**config.mk**
```make
export PLATFORM = sky130hd
export DESIGN_NAME = midi_uart_rx_flat
export DESIGN_NICKNAME = d
export VERILOG_FILES = /design/src/rtl/midi_pkg.sv /design/src/rtl/midi_uart_rx_if.sv /design/src/rtl/midi_sync2.sv /design/src/rtl/midi_uart_rx.sv /design/src/flat_wrapper.sv
export SDC_FILE = /design/constraint.sdc
export NUM_CORES = 1
export LEC_CHECK = 0
export CAP_MARGIN = 0
export CORE_MARGIN = 2
export CORE_UTILIZATION = 49
export DETAILED_ROUTE_END_ITERATION = 8
export GPL_TIMING_DRIVEN = 0
export PLACE_DENSITY = 0.74
export REMOVE_ABC_BUFFERS = 1
export SLEW_MARGIN = 20
export SYNTH_ARGS = -nofsm -noshare
export SYNTH_HDL_FRONTEND = slang
export SYNTH_HIERARCHICAL = 1
export SYNTH_SLANG_ARGS = --single-unit
```
**constraint.sdc**
```tcl
create_clock -name clk -period 1.7 [get_ports clk]
set_clock_uncertainty 0.2 [all_clocks]
set_input_delay 0.51 -clock clk [delete_from_list [all_inputs] [get_ports clk]]
set_output_delay 0.51 -clock clk [all_outputs]
set_load 0.05 [all_outputs]
```
**src/rtl/midi_pkg.sv**
```systemverilog
// Shared MIDI definitions: line-state encodings (common with the TX path),
// baud constant, default oversampling ratio and a 2-of-3 vote helper.
package midi_pkg;

    localparam int unsigned MIDI_BAUD      = 32'd31250;
    localparam int unsigned OVERSAMPLE_DEF = 32'd8;

    typedef enum logic [1:0] {
        ST_IDLE  = 2'd0,
        ST_START = 2'd1,
        ST_DATA  = 2'd2,
        ST_STOP  = 2'd3
    } midi_state_e;

    // 2-of-3 majority vote used to reject single-cycle line noise
    function automatic logic maj3(input logic a, input logic b, input logic c);
        return (a & b) | (a & c) | (b & c);
    endfunction

endpackage

```
**src/rtl/midi_uart_rx_if.sv**
```systemverilog
// Receive-FIFO write port of the MIDI receiver.
// master: the receiver (drives data/strobe), slave: the FIFO (drives ready).
interface midi_uart_rx_if;
    logic [7:0] data_o;
    logic       fifo_wr;
    logic       fifo_full_n;

    modport master (output data_o, output fifo_wr, input  fifo_full_n);
    modport slave  (input  data_o, input  fifo_wr, output fifo_full_n);
endinterface

```
**src/rtl/midi_sync2.sv**
```systemverilog
// Two-flop synchroniser for an asynchronous single-bit input.
// RST_VAL selects the value both flops take in reset (idle level of the line).
module midi_sync2 #(
    parameter logic RST_VAL = 1'b1
) (
    input  logic clk,
    input  logic reset,
    input  logic i_d,
    output logic o_q
);

    logic r_meta;
    logic r_sync;

    // Two-stage capture of the asynchronous input
    always_ff @(posedge clk or posedge reset) begin
        if (reset) begin
            r_meta <= RST_VAL;
            r_sync <= RST_VAL;
        end else begin
            r_meta <= i_d;
            r_sync <= r_meta;
        end
    end

    assign o_q = r_sync;

endmodule

```
**src/rtl/midi_uart_rx.sv**
```systemverilog
// MIDI 8N1 serial receiver. Oversamples the MIDI IN line, deserialises
// start + 8 data (LSB first) + stop, and writes good bytes to the receive FIFO.
// Build option: define MIDI_RX_MAJORITY_EN to take each bit as a 2-of-3 vote
// around mid-bit (decision one phase later); otherwise a single mid-bit sample.
module midi_uart_rx
    import midi_pkg::*;
#(
    parameter int unsigned OVERSAMPLE = OVERSAMPLE_DEF
) (
    input  logic                  clk,
    input  logic                  reset,
    input  logic                  rx_i,
    input  logic                  err_clr,
    output logic                  frame_err,
    output logic                  overrun_o,
    output logic                  busy_o,
    midi_uart_rx_if.master        fifo
);

    localparam int unsigned PW = (OVERSAMPLE > 32'd1) ? $clog2(OVERSAMPLE) : 32'd1;

    localparam logic [PW-1:0] PH_ZERO = PW'(32'd0);
    localparam logic [PW-1:0] PH_ONE  = PW'(32'd1);
    localparam logic [PW-1:0] PH_LAST = PW'(OVERSAMPLE - 32'd1);
    localparam logic [PW-1:0] PH_MID  = PW'(OVERSAMPLE / 32'd2);
`ifdef MIDI_RX_MAJORITY_EN
    localparam logic [PW-1:0] PH_PRE  = PW'(OVERSAMPLE / 32'd2 - 32'd1);
    localparam logic [PW-1:0] PH_DEC  = PW'(OVERSAMPLE / 32'd2 + 32'd1);
`else
    localparam logic [PW-1:0] PH_DEC  = PH_MID;
`endif

    // synchronised line and the bit value used at the decision phase
    logic w_rx_s;
    logic w_bit;

    // state and datapath registers
    midi_state_e   r_state;
    logic [PW-1:0] r_phase;
    logic [2:0]    r_bitcnt;
    logic [7:0]    r_shift;
    logic          r_brk;
    logic [7:0]    r_data;
    logic          r_wr;
    logic          r_ferr;
    logic          r_ovr;
    logic          r_busy;

    // next-state values
    midi_state_e   w_state_nxt;
    logic [PW-1:0] w_phase_nxt;
    logic [2:0]    w_bitcnt_nxt;
    logic [7:0]    w_shift_nxt;
    logic          w_brk_nxt;
    logic [7:0]    w_data_nxt;
    logic          w_wr_nxt;
    logic          w_ferr_nxt;
    logic          w_ovr_nxt;
    logic          w_busy_nxt;

    midi_sync2 #(
        .RST_VAL (1'b1)
    ) u_sync (
        .clk   (clk),
        .reset (reset),
        .i_d   (rx_i),
        .o_q   (w_rx_s)
    );

`ifdef MIDI_RX_MAJORITY_EN
    logic r_smp_pre;
    logic r_smp_mid;

    // Hold the two early votes; the third vote is the live line at PH_DEC
    always_ff @(posedge clk or posedge reset) begin
        if (reset) begin
            r_smp_pre <= 1'b1;
            r_smp_mid <= 1'b1;
        end else begin
            if (r_phase == PH_PRE) begin
                r_smp_pre <= w_rx_s;
            end
            if (r_phase == PH_MID) begin
                r_smp_mid <= w_rx_s;
            end
        end
    end

    assign w_bit = maj3(r_smp_pre, r_smp_mid, w_rx_s);
`else
    assign w_bit = w_rx_s;
`endif

    // State, counters, shift register and registered outputs
    always_ff @(posedge clk or posedge reset) begin
        if (reset) begin
            r_state  <= ST_IDLE;
            r_phase  <= PH_ZERO;
            r_bitcnt <= 3'd0;
            r_shift  <= 8'h00;
            r_brk    <= 1'b0;
            r_data   <= 8'h00;
            r_wr     <= 1'b0;
            r_ferr   <= 1'b0;
            r_ovr    <= 1'b0;
            r_busy   <= 1'b0;
        end else begin
            r_state  <= w_state_nxt;
            r_phase  <= w_phase_nxt;
            r_bitcnt <= w_bitcnt_nxt;
            r_shift  <= w_shift_nxt;
            r_brk    <= w_brk_nxt;
            r_data   <= w_data_nxt;
            r_wr     <= w_wr_nxt;
            r_ferr   <= w_ferr_nxt;
            r_ovr    <= w_ovr_nxt;
            r_busy   <= w_busy_nxt;
        end
    end

    // Frame sequencing: start check, data shift, stop decision and break wait
    always_comb begin
        w_state_nxt  = r_state;
        w_phase_nxt  = (r_phase == PH_LAST) ? PH_ZERO : (r_phase + PH_ONE);
        w_bitcnt_nxt = r_bitcnt;
        w_shift_nxt  = r_shift;
        w_brk_nxt    = r_brk;
        w_data_nxt   = r_data;
        w_wr_nxt     = 1'b0;
        w_ferr_nxt   = 1'b0;
        // a new overrun below overrides this clear
        w_ovr_nxt    = r_ovr & ~err_clr;

        case (r_state)
            ST_IDLE: begin
                w_brk_nxt = 1'b0;
                if (!w_rx_s) begin
                    // the detect cycle is start-bit phase 0
                    w_state_nxt = ST_START;
                    w_phase_nxt = PH_ONE;
                end else begin
                    w_phase_nxt = PH_ZERO;
                end
            end

            ST_START: begin
                if ((r_phase == PH_DEC) && w_bit) begin
                    w_state_nxt = ST_IDLE;
                    w_phase_nxt = PH_ZERO;
                end else if (r_phase == PH_LAST) begin
                    w_state_nxt  = ST_DATA;
                    w_bitcnt_nxt = 3'd0;
                end else begin
                    w_state_nxt = ST_START;
                end
            end

            ST_DATA: begin
                if (r_phase == PH_DEC) begin
                    w_shift_nxt = {w_bit, r_shift[7:1]};
                end else begin
                    w_shift_nxt = r_shift;
                end
                if (r_phase == PH_LAST) begin
                    if (r_bitcnt == 3'd7) begin
                        w_state_nxt = ST_STOP;
                    end else begin
                        w_bitcnt_nxt = r_bitcnt + 3'd1;
                    end
                end else begin
                    w_bitcnt_nxt = r_bitcnt;
                end
            end

            ST_STOP: begin
                if (r_brk) begin
                    // framing error seen: wait for the line to return high so
                    // a held break cannot look like a new start bit
                    if (w_rx_s) begin
                        w_state_nxt = ST_IDLE;
                        w_phase_nxt = PH_ZERO;
                        w_brk_nxt   = 1'b0;
                    end else begin
                        w_state_nxt = ST_STOP;
                    end
                end else if (r_phase == PH_DEC) begin
                    if (w_bit) begin
                        // leave at the decision so the next start edge resyncs
                        w_state_nxt = ST_IDLE;
                        w_phase_nxt = PH_ZERO;
                        if (fifo.fifo_full_n) begin
                            w_data_nxt = r_shift;
                            w_wr_nxt   = 1'b1;
                        end else begin
                            w_ovr_nxt  = 1'b1;
                        end
                    end else begin
                        w_ferr_nxt = 1'b1;
                        w_brk_nxt  = 1'b1;
                    end
                end else begin
                    w_state_nxt = ST_STOP;
                end
            end

            default: begin
                w_state_nxt = ST_IDLE;
                w_phase_nxt = PH_ZERO;
            end
        endcase

        w_busy_nxt = (w_state_nxt != ST_IDLE);
    end

    assign fifo.data_o  = r_data;
    assign fifo.fifo_wr = r_wr;
    assign frame_err    = r_ferr;
    assign overrun_o    = r_ovr;
    assign busy_o       = r_busy;

endmodule
```
**src/flat_wrapper.sv**
```systemverilog
// flat-port wrapper written by rule: the top's interface ports become plain ports
module midi_uart_rx_flat import midi_pkg::*;
#(
    parameter int unsigned OVERSAMPLE = OVERSAMPLE_DEF
)
  (clk, reset, rx_i, err_clr, frame_err, overrun_o, busy_o, fifo_data_o, fifo_fifo_wr, fifo_fifo_full_n);
  midi_uart_rx_if fifo_i ();
  input  logic clk;
  input  logic reset;
  input  logic rx_i;
  input  logic err_clr;
  output logic frame_err;
  output logic overrun_o;
  output logic busy_o;
  output wire logic [$bits(fifo_i.data_o)-1:0] fifo_data_o;
  output wire logic [$bits(fifo_i.fifo_wr)-1:0] fifo_fifo_wr;
  input wire logic [$bits(fifo_i.fifo_full_n)-1:0] fifo_fifo_full_n;
  assign fifo_data_o = fifo_i.data_o;
  assign fifo_fifo_wr = fifo_i.fifo_wr;
  assign fifo_i.fifo_full_n = fifo_fifo_full_n;
  midi_uart_rx #(.OVERSAMPLE(OVERSAMPLE)) u_core (.clk(clk), .reset(reset), .rx_i(rx_i), .err_clr(err_clr), .frame_err(frame_err), .overrun_o(overrun_o), .busy_o(busy_o), .fifo(fifo_i));
endmodule
```
==> impl_metrics.yaml, run 1 <==
min_path:
  holdCritPathClass: "reg -> reg"
  holdPathStages: 0
  hold_end: "u_core/u_sync/o_q"
  worstHoldStart: "u_core/u_sync/r_meta"
cells_and_area:
  drive_gt1_share_pct: 50.6
  finalNetCount: 170
  final_area_um2: 1900
  syn_to_final_growth_pct: 24.8
  final_common_cell: "dfrtp_1"
  insertedDiodeCount: 0
  fill_cells: 245
  multi_input_area_um2: 754
  layout_common_cells: "dfrtp_1 (26), mux2_2 (16), buf_2 (10)"
  register_area_um2: 782
sta:
  min_period_ns: 1.73
  worst_pin_slew_ns: 0.616
  slew-limit-headroom_pct: 58.8
  setup_viol: 8
  finalHoldViolCount: 0
  whs_ns: 0.163
  finalWorstSetupSlack_ns: -0.0328
  rsz0062_at_grt: "true"
  fin_tns_setup_ns: -0.0769
  fmax_ghz: 0.577
  fin_crit_sh_pct: 102
  slew_viol_final: 0
detailed_routing:
  drcViolationCount: 0
  drt-vias-per-instance: 5.41
  via_count: 1023
  firstDrtPassIters: 4
  wl_per_cell_um: 15.1
  wl_um: 2860
  drt_iter0_drc: 26
  ant_nets: 0
global_routing:
  grt_max_degree: 30
  grt_overflow: 0
  grt.total_usage_pct: 18.4
  grt_pass1_vias: 1040
  antenna_found_initial: 0
  grt_pass1_wl_um: 4650
critical_path:
  timing.rr.start: "u_core/r_state[1]"
  r2r_end: "u_core/r_bitcnt[0]"
  cp.arrival_ns: 1.75
  end_kind: "flop"
  worstSetupStartpointType: "flop"
  r2r_cells: 6
  crit_type: "reg -> reg"
  worstPathRequired_ns: 1.72
  r2r_slack_ns: -0.03
  path_max_fanout: 6
floorplan:
  initial_core_util_pct: 50.8
  core_area_um2: 3000
  rows: 20
  ios: 17
  die_h_um: 59.8
  die-width_um: 59.8
  die_area_um2: 3570
synthesis:
  synth_cell_types: 36
  yosysSeqAreaShare_pct: 51.0
  synth_top_area_share_pct: 47.6
  yosysTopAreaCell: "dfrtp_1"
  ys_ff_latch: 31
  avgSynthCellArea_um2: 12.3
  yosys_warnings: 6
  netlist_area_um2: 1530
  ys_top_cells_by_area: "dfrtp_1 (48%), mux2_2 (12%), ha_1 (8.2%), dfstp_2 (3.4%), nand4_4 (2.8%)"
  syn_inst: 124
clock_tree:
  cts_tree: "yes"
  clkLatencyLatePin_ns: 0.34
  cts_sinks: 31
  clk_path_buf_depth: 2
  htreeDepth: 2
  cts_buffers: 5
  clkTransAtPathRegs_ns: 0.08
  root_buffer: "clkbuf_4"
job:
  max-cap-violations: 0
power:
  irDropWorstVdd_uv: 1040
  leakage_nw: 0.942
  powerDensity_nw_per_um2: 1400
placed_design:
  dp_slack_ns: -0.415
  place_area_um2: 1690
  io_buffers: 16
  gp_congestion: 0.760
  hpwl_um: 1690
outcome:
  outcome: "finished with violations"
  violations: "negative setup slack"
## metrics by stage
stage | total power, W | cells | utilization (%)
6_report | 0.00267 | 189 | 63.4
5_1_grt | 0.00285 | 189 | 63.4
4_1_cts | 0.00250 | 184 | 60.6
3_5_place_dp | 0.00182 | 169 | 56.3
3_3_place_gp | 0.00180 | 169 | 56.3
2_1_floorplan | 0.00164 | 120 | -
## layout make-up
cell class	count	area share, %
sequential	31	41.1
inverter	11	2.63
multi-input combinational	78	39.6
clock buffer	7	2.89
clock inverter	1	0.263
tap	33	2.17
timing repair buffer	28	11.3
## cells by family (layout without fill, tap and decap cells)
logic type      Yosys count  count (layout)  share of synthesized area (%)
flops                    31              31                           51.0
simple gates             30              30                           13.0
mux                      19              19                           14.1
compound gates           18              18                           8.12
buf+inv                  15              47                           5.00
fa+ha+maj                10              10                           8.20
xor+xnor                  1               1                          0.574
## power by group
group | internal (W) | switching, W | total (W)
combinational | 0.000611 | 0.000598 | 0.00121
clock | 0.000200 | 0.000243 | 0.000443
sequential | 0.000856 | 0.000160 | 0.00102
total | 0.00167 | 0.00100 | 0.00267
## registers in the layout, summed over array words and instances (netlist names)
signal / cells
u_core/busy_o: 1
u_core/fifo.data_o: 8
u_core/fifo.fifo_wr: 1
u_core/frame_err: 1
u_core/overrun_o: 1
u_core/r_bitcnt: 3
u_core/r_brk: 1
u_core/r_phase: 3
u_core/r_shift: 8
u_core/r_state: 2
u_core/u_sync/o_q: 1
u_core/u_sync/r_meta: 1
## synthesized netlist by cell type
cell and count:
a211o_2 1, a21boi_0 1, a21o_1 1, a21oi_1 4, a221oi_1 1, a32oi_1 1
and2_4 1, and2b_4 1, and3_1 1, and4b_1 1, buf_2 1, buf_4 1
buf_6 2, dfrtp_1 29, dfstp_2 2, ha_1 10, inv_1 11, mux2_2 16
mux2_4 1, mux2i_1 2, nand2_1 6, nand2_2 1, nand3_1 1, nand3_2 1
nand4_1 2, nand4_4 2, nor2_1 7, nor2b_1 5, o21ai_0 4, o21ba_2 1
o21bai_1 1, o22a_1 1, o22ai_1 1, o311ai_0 1, or2_2 1, xnor2_1 1
## worst max-delay path, stage by stage (launching register included)
cell and delay (ns):
dfrtp_2 0.48, inv_4 0.10, ha_4 0.18, nor2_2 0.04, a21oi_2 0.14, nand4_4 0.15, mux2_4 0.32
## what timing repair did
| item | 4_1_cts | 5_1_grt |
|---|---|---|
| cloned | 0 | 0 |
| pin swaps | 7 | 7 |
| setup endpoints to repair | 34 | 24 |
| hold buffers | 0 | 0 |
| buffers inserted | 7 | 5 |
| resized for setup | 81 | 13 |
| hold endpoints to repair | 0 | 0 |
## layer usage
layer	GRT usage [%]	wire, µm	vias up
met4	12.4	81	0
met2	28.6	1480	19
met1	22.3	1210	502
met3	4.55	83	9
met5	0	0	-
li1	-	-	493
## how the worst max path moves through the flow
stage / startpoint / end / slack, ns / depth (start not counted)
2_1_floorplan: u_core/r_state[0] / u_core/r_bitcnt[0] / -0.22 / 6
3_3_place_gp: u_core/r_state[0] / u_core/r_bitcnt[0] / -0.39 / 6
3_5_place_dp: u_core/r_state[0] / u_core/r_bitcnt[0] / -0.42 / 6
4_1_cts: u_core/r_state[1] / u_core/r_bitcnt[0] / -0.02 / 6
5_1_grt: u_core/r_phase[0] / u_core/r_bitcnt[0] / -0.09 / 6
6_report: u_core/r_state[1] / u_core/r_bitcnt[0] / -0.03 / 6
Power figures use the tool's default switching activity.
==> run 2, diff against run 1 <==
- CTS_CLUSTER_SIZE: unset -> 10
- TNS_END_PERCENT: unset -> 100
==> results of run 2 <==
No change in the layout: final DEF, timing and power equal those of run 1.
